==> src/rtl/trap_ctrl_pkg.sv <==
// Shared constants for trap_ctrl: CSR addresses, instruction encodings,
// mstatus/mie bit positions, cause codes and FSM state encoding.
package trap_ctrl_pkg;

  localparam logic [11:0] CSR_MSTATUS = 12'h300;
  localparam logic [11:0] CSR_MEPC    = 12'h341;
  localparam logic [11:0] CSR_MCAUSE  = 12'h342;

  localparam logic [31:0] INST_ECALL  = 32'h0000_0073;
  localparam logic [31:0] INST_MRET   = 32'h3020_0073;

  localparam int MSTATUS_MIE    = 3;
  localparam int MSTATUS_MPIE   = 7;
  localparam int MSTATUS_MPP_LO = 11;
  localparam int MSTATUS_MPP_HI = 12;

  localparam int MIE_MSIE = 3;
  localparam int MIE_MTIE = 7;
  localparam int MIE_MEIE = 11;

  localparam int CAUSE_ECALL_M = 11;
  localparam int CAUSE_MSI     = 3;
  localparam int CAUSE_MTI     = 7;
  localparam int CAUSE_MEI     = 11;

  localparam logic [1:0] MTVEC_VECTORED = 2'b01;

  typedef enum logic [2:0] {
    ST_IDLE           = 3'd0,
    ST_SAVE_EPC       = 3'd1,
    ST_SAVE_CAUSE     = 3'd2,
    ST_SAVE_STATUS    = 3'd3,
    ST_RESTORE_STATUS = 3'd4,
    ST_JUMP           = 3'd5
  } state_t;

endpackage

==> src/rtl/trap_ctrl_irq_gateway.sv <==
// Per-source external interrupt gateway: synchroniser plus pending latch cleared by claim.
// TRAP_EDGE_EN selects rising-edge sticky pending; otherwise pending follows the synchronised level.
module trap_ctrl_irq_gateway (
  input  logic clk,
  input  logic rst,
  input  logic irq,
  input  logic claim,
  output logic pending
);

`ifdef TRAP_EDGE_EN
  logic sync1_reg;
  logic sync2_reg;
  logic prev_reg;
  logic pending_reg;

  always_ff @(posedge clk or posedge rst) begin
    if (rst) begin
      sync1_reg   <= 1'b0;
      sync2_reg   <= 1'b0;
      prev_reg    <= 1'b0;
      pending_reg <= 1'b0;
    end else begin
      sync1_reg <= irq;
      sync2_reg <= sync1_reg;
      prev_reg  <= sync2_reg;
      // A new edge in the claim cycle must not be lost, so set beats clear.
      if (sync2_reg && !prev_reg) begin
        pending_reg <= 1'b1;
      end else if (claim) begin
        pending_reg <= 1'b0;
      end
    end
  end
`else
  logic sync1_reg;
  logic pending_reg;

  always_ff @(posedge clk or posedge rst) begin
    if (rst) begin
      sync1_reg   <= 1'b0;
      pending_reg <= 1'b0;
    end else begin
      sync1_reg <= irq;
      // Second synchroniser stage doubles as the pending bit; claim drops it for one cycle.
      pending_reg <= sync1_reg && !claim;
    end
  end
`endif

  assign pending = pending_reg;

endmodule

==> src/rtl/trap_ctrl.sv <==
// Machine-mode trap controller: arbitrates ECALL/MRET/interrupts and sequences mepc/mcause/mstatus writes.
// Build option TRAP_EDGE_EN makes external pending bits edge-triggered and sticky.
module trap_ctrl #(
  parameter int ADDR_WIDTH     = 32,
  parameter int NUM_EXT_IRQ    = 8,
  parameter int EXT_CAUSE_BASE = 16
) (
  input  logic                   clk_i,
  input  logic                   rst_i,
  input  logic [31:0]            inst_i,
  input  logic [ADDR_WIDTH-1:0]  inst_addr_i,
  input  logic                   inst_valid_i,
  input  logic [NUM_EXT_IRQ-1:0] ext_irq_i,
  input  logic                   timer_irq_i,
  input  logic                   soft_irq_i,
  input  logic [ADDR_WIDTH-1:0]  mtvec_i,
  input  logic [ADDR_WIDTH-1:0]  mepc_i,
  input  logic [ADDR_WIDTH-1:0]  mstatus_i,
  input  logic [ADDR_WIDTH-1:0]  mie_i,
  output logic                   csr_we_o,
  output logic [11:0]            csr_waddr_o,
  output logic [ADDR_WIDTH-1:0]  csr_wdata_o,
  output logic                   stall_o,
  output logic                   jump_en_o,
  output logic [ADDR_WIDTH-1:0]  jump_addr_o,
  output logic [NUM_EXT_IRQ-1:0] pending_o
);

  import trap_ctrl_pkg::*;

  state_t state_reg;
  state_t state_next;

  logic [NUM_EXT_IRQ-1:0] pending;
  logic [NUM_EXT_IRQ-1:0] claim;
  logic [NUM_EXT_IRQ-1:0] ext_first;
  logic [ADDR_WIDTH-1:0]  code_chain [NUM_EXT_IRQ+1];

  logic [ADDR_WIDTH-1:0] epc_reg;
  logic [ADDR_WIDTH-1:0] cause_reg;
  logic [ADDR_WIDTH-1:0] status_reg;
  logic [ADDR_WIDTH-1:0] target_reg;

  logic [ADDR_WIDTH-1:0] ext_code;
  logic [ADDR_WIDTH-1:0] code;
  logic [ADDR_WIDTH-1:0] cause_val;
  logic [ADDR_WIDTH-1:0] vec_base;
  logic [ADDR_WIDTH-1:0] trap_target;
  logic [ADDR_WIDTH-1:0] status_trap;
  logic [ADDR_WIDTH-1:0] status_mret;

  logic is_ecall;
  logic is_mret;
  logic irq_on;
  logic ext_hit;
  logic soft_hit;
  logic timer_hit;
  logic can_detect;
  logic take_irq;
  logic take_trap;
  logic take_mret;
  logic unused_mie;

  generate
    for (genvar gi = 0; gi < NUM_EXT_IRQ; gi++) begin : g_gw
      trap_ctrl_irq_gateway u_gw (
        .clk     (clk_i),
        .rst     (rst_i),
        .irq     (ext_irq_i[gi]),
        .claim   (claim[gi]),
        .pending (pending[gi])
      );
    end
  endgenerate

  assign pending_o = pending;

  // Priority chain: the lowest pending index ends up at the head.
  assign code_chain[NUM_EXT_IRQ] = '0;
  generate
    for (genvar gi = 0; gi < NUM_EXT_IRQ; gi++) begin : g_code
      assign code_chain[gi] = pending[gi] ? ADDR_WIDTH'(EXT_CAUSE_BASE + gi) : code_chain[gi+1];
    end
  endgenerate
  assign ext_code  = code_chain[0];
  assign ext_first = pending & (~pending + NUM_EXT_IRQ'(1));

  assign is_ecall   = (inst_i == INST_ECALL);
  assign is_mret    = (inst_i == INST_MRET);
  assign irq_on     = mstatus_i[MSTATUS_MIE];
  assign ext_hit    = irq_on & mie_i[MIE_MEIE] & (|pending);
  assign soft_hit   = irq_on & mie_i[MIE_MSIE] & soft_irq_i;
  assign timer_hit  = irq_on & mie_i[MIE_MTIE] & timer_irq_i;
  assign unused_mie = ^mie_i;

  // Reset gates detection so stall_o is low while rst_i is held.
  assign can_detect = (state_reg == ST_IDLE) & inst_valid_i & ~rst_i;
  assign take_irq   = can_detect & ~is_ecall & ~is_mret & (ext_hit | soft_hit | timer_hit);
  assign take_trap  = (can_detect & is_ecall) | take_irq;
  assign take_mret  = can_detect & ~is_ecall & is_mret;
  assign claim      = (take_irq & ext_hit) ? ext_first : '0;

  always_comb begin
    if (ext_hit) begin
      code = ext_code;
    end else if (soft_hit) begin
      code = ADDR_WIDTH'(CAUSE_MSI);
    end else begin
      code = ADDR_WIDTH'(CAUSE_MTI);
    end
  end

  assign cause_val   = is_ecall ? ADDR_WIDTH'(CAUSE_ECALL_M)
                                : (code | (ADDR_WIDTH'(1) << (ADDR_WIDTH - 1)));
  assign vec_base    = {mtvec_i[ADDR_WIDTH-1:2], 2'b00};
  assign trap_target = (!is_ecall && (mtvec_i[1:0] == MTVEC_VECTORED)) ? (vec_base + (code << 2))
                                                                       : vec_base;

  always_comb begin
    status_trap = mstatus_i;
    status_trap[MSTATUS_MPIE] = mstatus_i[MSTATUS_MIE];
    status_trap[MSTATUS_MIE]  = 1'b0;
    status_trap[MSTATUS_MPP_HI:MSTATUS_MPP_LO] = 2'b11;
    status_mret = mstatus_i;
    status_mret[MSTATUS_MIE]  = mstatus_i[MSTATUS_MPIE];
    status_mret[MSTATUS_MPIE] = 1'b1;
  end

  // Everything the sequence writes is frozen at detection; only the MRET target is taken later.
  always_ff @(posedge clk_i or posedge rst_i) begin
    if (rst_i) begin
      epc_reg    <= '0;
      cause_reg  <= '0;
      status_reg <= '0;
      target_reg <= '0;
    end else begin
      if (take_trap) begin
        epc_reg    <= inst_addr_i;
        cause_reg  <= cause_val;
        status_reg <= status_trap;
        target_reg <= trap_target;
      end else if (take_mret) begin
        status_reg <= status_mret;
      end
      if (state_reg == ST_RESTORE_STATUS) begin
        target_reg <= mepc_i;
      end
    end
  end

  always_ff @(posedge clk_i or posedge rst_i) begin
    if (rst_i) begin
      state_reg <= ST_IDLE;
    end else begin
      state_reg <= state_next;
    end
  end

  always_comb begin
    state_next  = state_reg;
    stall_o     = 1'b0;
    csr_we_o    = 1'b0;
    csr_waddr_o = '0;
    csr_wdata_o = '0;
    jump_en_o   = 1'b0;
    jump_addr_o = '0;
    case (state_reg)
      ST_IDLE: begin
        if (take_trap) begin
          state_next = ST_SAVE_EPC;
          stall_o    = 1'b1;
        end else if (take_mret) begin
          state_next = ST_RESTORE_STATUS;
          stall_o    = 1'b1;
        end
      end
      ST_SAVE_EPC: begin
        state_next  = ST_SAVE_CAUSE;
        stall_o     = 1'b1;
        csr_we_o    = 1'b1;
        csr_waddr_o = CSR_MEPC;
        csr_wdata_o = epc_reg;
      end
      ST_SAVE_CAUSE: begin
        state_next  = ST_SAVE_STATUS;
        stall_o     = 1'b1;
        csr_we_o    = 1'b1;
        csr_waddr_o = CSR_MCAUSE;
        csr_wdata_o = cause_reg;
      end
      ST_SAVE_STATUS: begin
        state_next  = ST_JUMP;
        stall_o     = 1'b1;
        csr_we_o    = 1'b1;
        csr_waddr_o = CSR_MSTATUS;
        csr_wdata_o = status_reg;
      end
      ST_RESTORE_STATUS: begin
        state_next  = ST_JUMP;
        stall_o     = 1'b1;
        csr_we_o    = 1'b1;
        csr_waddr_o = CSR_MSTATUS;
        csr_wdata_o = status_reg;
      end
      ST_JUMP: begin
        state_next  = ST_IDLE;
        stall_o     = 1'b1;
        jump_en_o   = 1'b1;
        jump_addr_o = target_reg;
      end
      default: begin
        state_next = ST_IDLE;
      end
    endcase
  end

endmodule

==> config.mk <==
export PLATFORM = sky130hd
export DESIGN_NAME = trap_ctrl
export DESIGN_NICKNAME = d
export VERILOG_FILES = /design/src/rtl/trap_ctrl_pkg.sv /design/src/rtl/trap_ctrl_irq_gateway.sv /design/src/rtl/trap_ctrl.sv
export SDC_FILE = /design/constraint.sdc
export NUM_CORES = 1
export LEC_CHECK = 0
export BUFFER_PORTS_ARGS = -buffer_cell sky130_fd_sc_hd__buf_4
export CORE_ASPECT_RATIO = 1.4
export CORE_MARGIN = 2
export CORE_UTILIZATION = 40
export CTS_BUF_LIST = sky130_fd_sc_hd__clkbuf_8
export DETAILED_ROUTE_END_ITERATION = 12
export PLACE_DENSITY = 0.75
export SYNTH_ARGS = -nofsm -noshare
export SYNTH_HDL_FRONTEND = slang
export SYNTH_SLANG_ARGS = --single-unit
==> constraint.sdc <==
create_clock -name clk_i -period 7.7 [get_ports clk_i]
set_input_delay 1.155 -clock clk_i [delete_from_list [all_inputs] [get_ports clk_i]]
set_output_delay 1.155 -clock clk_i [all_outputs]
set_load 0.01 [all_outputs]
# Word level (Yosys, flattened, before mapping)
# Index checks and enable logic that the tools add are counted.
[op_classes] add_sub_neg=2 eq_ne=9 muxes=28 bitwise=22 reduce_logical=25
[op_table] cell="$mux 32" n=7
[op_table] cell="$mux 31" n=7
[op_table] cell="$pmux 32 s3" n=1
[op_table] cell="$add 32x32->32" n=1
[op_table] cell="$eq 32x30->1 const B" n=1
[op_table] cell="$eq 32x7->1 const B" n=1
[op_table] cell="$pmux 10 s3" n=1
[op_table] cell="$and 1x1->1" n=14
[op_table] cell="$pmux 3 s4" n=1
[op_table] cell="$mux 5" n=2
[op_table] cell="$logic_and 1x1->1" n=9
[op_table] cell="$logic_not 1->1" n=9
[op_table] cell="$mux 3" n=3
[op_table] cell="$add 8x1->8 const B" n=1
[op_table] cell="$and 8x8->8" n=1
[op_table] cell="$mux 8" n=1
[op_table] cell="$not 8->8" n=1
[op_table] cell="$reduce_or 8->1" n=1
[op_table] cell="$eq 3x2->1 const B" n=2
[op_table] cell="$eq 3x3->1 const B" n=2
[op_table] cell="$reduce_or 5->1" n=1
[op_table] cell="$mux 1" n=4
[op_table] cell="$reduce_bool 2->1" n=2
[op_table] cell="$reduce_or 4->1" n=1
[op_table] cell="other kinds (8)" n=12
[word_totals] reg_bits=147 input_bits=205 elab_cells=107

# Logic depth before layout (Yosys ltp)
# Gate-level depths: netlist of run 1.
[depth] word_depth=13 ltp_mapped=15 depth_no_buf=14

# Hierarchy
# From an unflattened synthesis of run 1, not the netlist that was laid out.
[hier_totals] cells_unflattened=628 area_unflattened_um2=6703.9
[by_module_without_submodules] mod="trap_ctrl" instances=1 cells_each=596 area_each_um2=6163.4 seq_area_each_um2=2627.5
[by_module_without_submodules] mod="trap_ctrl_irq_gateway" instances=8 cells_each=4 area_each_um2=67.6 seq_area_each_um2=50.0

# Worst setup path after synthesis of run 1
# Ideal clock, no wire load.
[synth_path] kind="input port to output port" start="in rst_i" end="out stall_o" arrival_time_ns=5.751 required_ns=6.545 setup_slack_ns=0.794 cell_stages=7 path_buffers=2 path_cell_list="inv_1 nand4_1 nor4b_4 nor2_1 buf_4 buf_6 a21oi_1"
[synth_via] elab_chain_cells=8
[synth_rtl] item="start, declared" line_no="trap_ctrl.sv:9" source="input logic rst_i,"
[synth_rtl] item="$not 1->1 *" line_no="trap_ctrl.sv:97" source="assign can_detect = (state_reg == ST_IDLE) & inst_valid_i & ~rst_i;"
[synth_rtl] item="$and 1x1->1 *" line_no="trap_ctrl.sv:97"
[synth_rtl] item="$and 1x1->1" line_no="trap_ctrl.sv:98, trap_ctrl.sv:100"
[synth_rtl] item="$and 1x1->1 (2 in series)" line_no="trap_ctrl.sv:98" source="assign take_irq = can_detect & ~is_ecall & ~is_mret & (ext_hit | soft_hit | timer_hit);"
[synth_rtl] item="$or 1x1->1" line_no="trap_ctrl.sv:99" source="assign take_trap = (can_detect & is_ecall) | take_irq;"
[synth_rtl] item="$mux 1 *" line_no="trap_ctrl.sv:169" source="if (take_trap) begin"
[synth_rtl] item="$pmux 1 s2 *" line_no="trap_ctrl.sv:167" source="case (state_reg)"
[synth_rtl] item="end, declared" line_no="trap_ctrl.sv:23" source="output logic stall_o,"
# Every way passes the cells marked *; elsewhere a longest branch is shown, timed or not.

# Final worst setup path of run 1
[layout_path] start="in inst_i[15]" end="out stall_o"
[layout_via] elab_chain_cells=8
[layout_rtl] item="start, declared" line_no="trap_ctrl.sv:10" source="input logic [31:0] inst_i,"
[layout_rtl] item="$eq 32x7->1" line_no="trap_ctrl.sv:88" source="assign is_ecall = (inst_i == INST_ECALL);"
[layout_rtl] item="$not 1->1" line_no="trap_ctrl.sv:98, trap_ctrl.sv:100"
[layout_rtl] item="$and 1x1->1" line_no="trap_ctrl.sv:98, trap_ctrl.sv:100"
[layout_rtl] item="$and 1x1->1 (2 in series)" line_no="trap_ctrl.sv:98"
[layout_rtl] item="$or 1x1->1" line_no="trap_ctrl.sv:99"
[layout_rtl] item="$mux 1 *" line_no="trap_ctrl.sv:169"
[layout_rtl] item="$pmux 1 s2 *" line_no="trap_ctrl.sv:167"
# Marks and branches as above.

==> flow_metrics.env, run 1 <==
export IMPL_outcome="finished, final reports clean"
export IMPL_dr_pass1_iters=4
export IMPL_min_period_ns=5.22
export IMPL_peakVddDrop_v=0.000204
export IMPL_ctsResizeCount=0
export IMPL_start_util_pct=40.7
export IMPL_clk_path_buf_depth=2
export IMPL_synth_area_leader_cell="dfrtp_1"
export IMPL_drive_gt1_share_pct=36.6
export IMPL_grt_use_met2_pct=40.0
export IMPL_whs_path_depth=1
export IMPL_worstPathCellList="buf_4, nor4_1, nand4_1, o22ai_1, a31oi_4, buf_4, nor2_4, a21oi_1, buf_4"
export IMPL_yosysMostFrequentCell="nand2_1"
export IMPL_synth_xor_area_share_pct=3.21
export IMPL_busiest_layer="met2"
export IMPL_yosys_area_share_adder_pct=1.64
export IMPL_synth_cells=696
export IMPL_ys_types=60
export IMPL_max_cap_violations=0
export IMPL_hp_start="g_gw[4].u_gw.sync1_reg$_DFF_PP0_"
export IMPL_met1_usage_pct=26.2
export IMPL_critical_path_startpoint_type="primary input"
export IMPL_r2r_end="target_reg[12]$_DFFE_PP0P_"
export IMPL_portBuffers=255
export IMPL_fin_nets=1139
export IMPL_synth_ff_type="dfrtp_1"
export IMPL_ys_seq_elements=121
export IMPL_setup_tns_final_ns=0
export IMPL_slowest_delay_ns=0.84
export IMPL_remaining_drc_errors=0
export IMPL_synth_top_area_share_pct=46.2
export IMPL_synth_area_per_cell_um2=9.42
export IMPL_crit_path_end_kind="output pin"
export IMPL_area_growth_pct=36.6
export IMPL_fp_dieH_um=155
export IMPL_p_leak_uw=0.00449
export IMPL_synth_seq_area_share_pct=46.2
export IMPL_whs_ns=0.464
export IMPL_p_per_area_nw_per_um2=299
export IMPL_place_congestion=0.854
export IMPL_grt_remaining_overflow=0
export IMPL_nFillCells=1518
export IMPL_worst_pin_slew_ns=0.974
export IMPL_r2r_start="g_gw[1].u_gw.pending$_DFF_PP0_"
export IMPL_async_flop_share_pct=100
export IMPL_netlist_top_cells_area="dfrtp_1 46%, nand2_1 9.3%, and3_1 3.9%"
export IMPL_worstPathRequired_ns=6.55
export IMPL_insertedDiodeCount=0
export IMPL_synth_common_cells="163 x nand2_1, 121 x dfrtp_1, 41 x and3_1"
export IMPL_io_pins=292
export IMPL_yosys_warnings=0
export IMPL_rsz0062_at_grt="no"
export IMPL_finalMaxSlewViolations=0
export IMPL_finalHoldViolCount=0
export IMPL_cts_hold_buf=0
export IMPL_finClkSkew_ns=0.0117
export IMPL_cp_top_family="simple AND/OR/NAND/NOR gates"
export IMPL_grt_first_pass_wirelength_um=30600
export IMPL_placed_area_um2=8530
export IMPL_crit_arrival_ns=4.06
export IMPL_synth_edf_count=0
export IMPL_min_delay_worst_endpoint="g_gw[4].u_gw.pending$_DFF_PP0_"
export IMPL_drt_iter0_drc=302
export IMPL_cts_root_buf="clkbuf_8"
export IMPL_synth_simple_area_share_pct=22.1
export IMPL_p_total_uw=2680
export IMPL_cts_sinks=121
export IMPL_hpwl_um=13700
export IMPL_worst_path_max_delay_cell="nor2_4"
export IMPL_core_area_um2=16100
export IMPL_path_class="primary input to output pin"
export IMPL_setup_violations=0
export IMPL_fin_crit_sh_pct=67.7
export IMPL_die_w_um=112
export IMPL_final_cell_area_um2=8960
export IMPL_first_global_vias=6050
export IMPL_reg2regPathDepth=13
export IMPL_hp_class="flop to flop"
export IMPL_cpMostUsedCell="buf_4"
export IMPL_clk_pin_slew_worst_paths_ns=0.08
export IMPL_use_met3_pct=4.21
export IMPL_muxShareOfSynthArea_pct=6.45
export IMPL_max_freq_mhz=192
export IMPL_utilization_pct=55.6
export IMPL_antenna_found_initial=0
export IMPL_relSlewSlack_pct=34.9
export IMPL_synth_top_family_by_area="simple AND/OR/NAND/NOR gates"
export IMPL_cts_buffers_inserted=17
export IMPL_worst_path_buf_inv=3
export IMPL_syn_cell_area_um2=6560
export IMPL_die_area_um2=17400
export IMPL_insertion_delay_ns=0.44
export IMPL_r2r_slack_ns=4.17
export IMPL_ant_nets=0
export IMPL_cts_tree="yes"
export IMPL_rows=55
export IMPL_cp_max_fo=56
export IMPL_routedWlPerCell_um=16.9
export IMPL_grt_max_degree=70
export IMPL_vias=5969
export IMPL_grt_total_usage_pct=22.1
export IMPL_vias_per_cell=5.25
export IMPL_synth_compound_area_share_pct=14.1
export IMPL_postCtsSetupBuffers=0
export IMPL_htree_levels=4
export IMPL_drt_wl_total_um=19200
==> per-stage QoR <==
step / cells / setup WS [ns]
2_1_floorplan: 702 / 0.794
3_3_place_gp: 1106 / 2.40
3_5_place_dp: 1106 / 2.37
4_1_cts: 1138 / 2.38
5_1_grt: 1138 / 2.19
6_report: 1138 / 2.48
==> cell families (layout without fill, tap and decap cells) <==
family,count (synthesis),after routing
AOI/OAI and AO/OA,125,125
xor gates and xnor gates,24,24
adders and majority gates,8,8
buffers and inverters,84,321
DFF,121,121
muxes,35,35
other,1,7
and+or+nand+nor,298,298
==> cell usage in the layout (no fill, tap or decap), types with 4 or more instances in the layout <==
master and n:
a22oi_1 6, and3_1 41, xnor2_1 18, mux2i_1 4, mux2_2 22, a221o_1 13
or4_1 5, a2bb2oi_1 5, mux2_4 9, conb_1 7, nor4_1 18, buf_4 266
ha_1 7, a21oi_1 15, o21ai_0 22, nand2_1 163, xor2_1 6, nor3_1 6
nor2_1 16, dfrtp_1 121, clkinvlp_4 6, inv_1 23, a22o_1 27, clkbuf_8 18
nand3_1 16, o211ai_1 7, nand4_1 7, or3_1 5, o31ai_1 4
==> power by group <==
group	switching, uW	total (uW)	internal [uW]
combinational	509	1030	523
sequential	151	1050	894
clock	273	602	330
total	933	2680	1750
==> worst max-delay path by stage <==
stage | start | endpoint | slack (ns) | depth (start not counted)
after floorplan | rst_i | stall_o | 0.79 | 7
after global placement | inst_i[15] | stall_o | 2.40 | 9
after detailed placement | inst_i[15] | stall_o | 2.37 | 9
after CTS | inst_i[15] | stall_o | 2.38 | 9
after global routing | inst_i[15] | stall_o | 2.19 | 9
final | inst_i[15] | stall_o | 2.48 | 9
==> cell type report <==
cell class	instances	area [um2]	share of cell area [%]
multi-input cells	497	3170	35.4
flip-flops and latches	121	3030	33.8
repair buffers	266	2000	22.3
well taps	199	249	2.78
clock buffers	18	248	2.77
clock inverters	14	174	1.94
inverters	23	88.8	0.992
==> per-layer routing <==
metal  part of all wire [%]  up-vias
met2                     52      222
met3                    5.5       30
met4                    2.5        0
met5                      0        -
li1                       -     2897
met1                     40     2820
Power figures use the tool's default switching activity.
==> run 2: changes to the inputs <==
- clock period: 7.7 -> 4.8 ns (I/O delays scaled with it)
==> flow_metrics.env, run 2 (synthesis gave the netlist of run 1 again) <==
export IMPL_outcome="finished, final reports clean"
export IMPL_grt_max_degree=84
export IMPL_final_common_cell="buf_4"
export IMPL_p_per_area_nw_per_um2=476
export IMPL_setup_tns_final_ns=0
export IMPL_ant_nets=0
export IMPL_drt_wl_total_um=19400
export IMPL_crit_path_end_kind="output pin"
export IMPL_peakVddDrop_v=0.000253
export IMPL_reg2regPathDepth=13
export IMPL_cts_buffers_inserted=17
export IMPL_rows=55
export IMPL_whs_path_depth=1
export IMPL_cts_hold_buf=0
export IMPL_worst_pin_slew_ns=1.21
export IMPL_fin_crit_sh_pct=89.3
export IMPL_setup_violations=0
export IMPL_dr_pass1_iters=5
export IMPL_core_area_um2=16100
export IMPL_start_util_pct=40.7
export IMPL_postCtsSetupBuffers=0
export IMPL_crit_arrival_ns=3.57
export IMPL_r2r_slack_ns=1.24
export IMPL_io_pins=292
export IMPL_intPower_uw=2750
export IMPL_ctsResizeCount=0
export IMPL_finalHoldViolCount=0
export IMPL_insertion_delay_ns=0.43
export IMPL_drive_gt1_share_pct=36.7
export IMPL_vias=6076
export IMPL_portBuffers=255
export IMPL_max_freq_mhz=233
export IMPL_finClkSkew_ns=0.00889
export IMPL_switchingPower_uw=1500
export IMPL_fin_nets=1139
export IMPL_grt_total_usage_pct=21.9
export IMPL_routedWlPerCell_um=17.0
export IMPL_sw_frac_of_total_pct=35.3
export IMPL_place_congestion=0.835
export IMPL_drt_iter0_drc=322
export IMPL_critical_path_startpoint_type="flop"
export IMPL_clk_path_buf_depth=2
export IMPL_cts_tree="yes"
export IMPL_placed_cells_incl_taps=1106
export IMPL_min_period_ns=4.29
export IMPL_fin_cells=1137
export IMPL_first_global_vias=5967
export IMPL_sequentialPowerShare_pct=39.5
export IMPL_hpwl_um=13900
export IMPL_clk_pin_slew_worst_paths_ns=0.07
export IMPL_combPwrFrac_pct=39.1
export IMPL_die_area_um2=17400
export IMPL_hp_class="primary input to flop"
export IMPL_worstPathRequired_ns=4.08
export IMPL_grt_first_pass_wirelength_um=30300
export IMPL_layout_common_cells="266 x buf_4, 163 x nand2_1, 121 x dfrtp_1"
export IMPL_cp_max_fo=30
export IMPL_finalMaxSlewViolations=0
export IMPL_fp_dieH_um=155
export IMPL_vias_per_cell=5.34
export IMPL_cts_sinks=121
export IMPL_p_leak_uw=0.00446
export IMPL_die_w_um=112
export IMPL_path_class="flop to output pin"
export IMPL_remaining_drc_errors=0
export IMPL_antenna_found_initial=0
export IMPL_insertedDiodeCount=0
export IMPL_relSlewSlack_pct=19.3
export IMPL_rsz0062_at_grt="no"
export IMPL_area_growth_pct=36.2
export IMPL_grt_remaining_overflow=0
export IMPL_htree_levels=4
export IMPL_cts_root_buf="clkbuf_8"
export IMPL_pwr_share_clk_pct=21.4
export IMPL_max_cap_violations=0
export IMPL_utilization_pct=55.5
==> run 2: worst paths after layout <==
kind | start | end
max | state_reg[1]$_DFFE_PP0P_ | csr_waddr_o[8]
max in group asynchronous | rst_i | epc_reg[0]$_DFFE_PP0P_
min | ext_irq_i[6] | g_gw[6].u_gw.sync1_reg$_DFF_PP0_
min reg2reg | g_gw[4].u_gw.sync1_reg$_DFF_PP0_ | g_gw[4].u_gw.pending$_DFF_PP0_
min in group asynchronous | rst_i | target_reg[10]$_DFFE_PP0P_
max reg2reg | g_gw[1].u_gw.pending$_DFF_PP0_ | target_reg[12]$_DFFE_PP0P_
==> run 2: power groups by stage <==
stage	Combinational (uW)	Sequential (uW)	Clock [uW]
floorplan	1080	1600	0
global placement	1640	1670	0
detailed placement	1680	1690	0
CTS	1680	1670	934
global route	1830	1730	977
finish	1660	1680	911
==> run 2: critical path, stage by stage (launching register included) <==
cell and delay [ns]:
dfrtp_1 0.62, nor2_2 0.17, nand2_1 0.61, nand2_1 0.91, or3_1 0.66, buf_4 0.17
==> run 2: metrics by stage <==
stage / instance area [um2] / setup slack, ns / hold WS, ns / power (uW)
floorplan: 6580 / 0.149 / 0.433 / 2680
global placement: 8540 / 0.955 / 0.438 / 3300
detailed placement: 8540 / 0.911 / 0.458 / 3370
CTS: 8930 / 0.416 / 0.351 / 4290
global route: 8930 / 0.258 / 0.352 / 4540
finish: 8930 / 0.513 / 0.391 / 4250
==> run 2: layer usage <==
layer  share of wire [%]  routed length (um)  GRT usage, %
met5                   0                   0             0
met4                 2.6                 497          8.19
met3                 5.5                1070          4.21
met2                  51                9950          38.4
met1                  40                7840          26.6
==> run 2: cell type report <==
class | count | area [um2]
repair buffers | 266 | 2000
multi-input cells | 497 | 3170
flip-flops and latches | 121 | 3030
clock buffers | 18 | 248
fillers | 1521 | 7170
well taps | 199 | 249
inverters | 23 | 90.1
clock inverters | 13 | 148
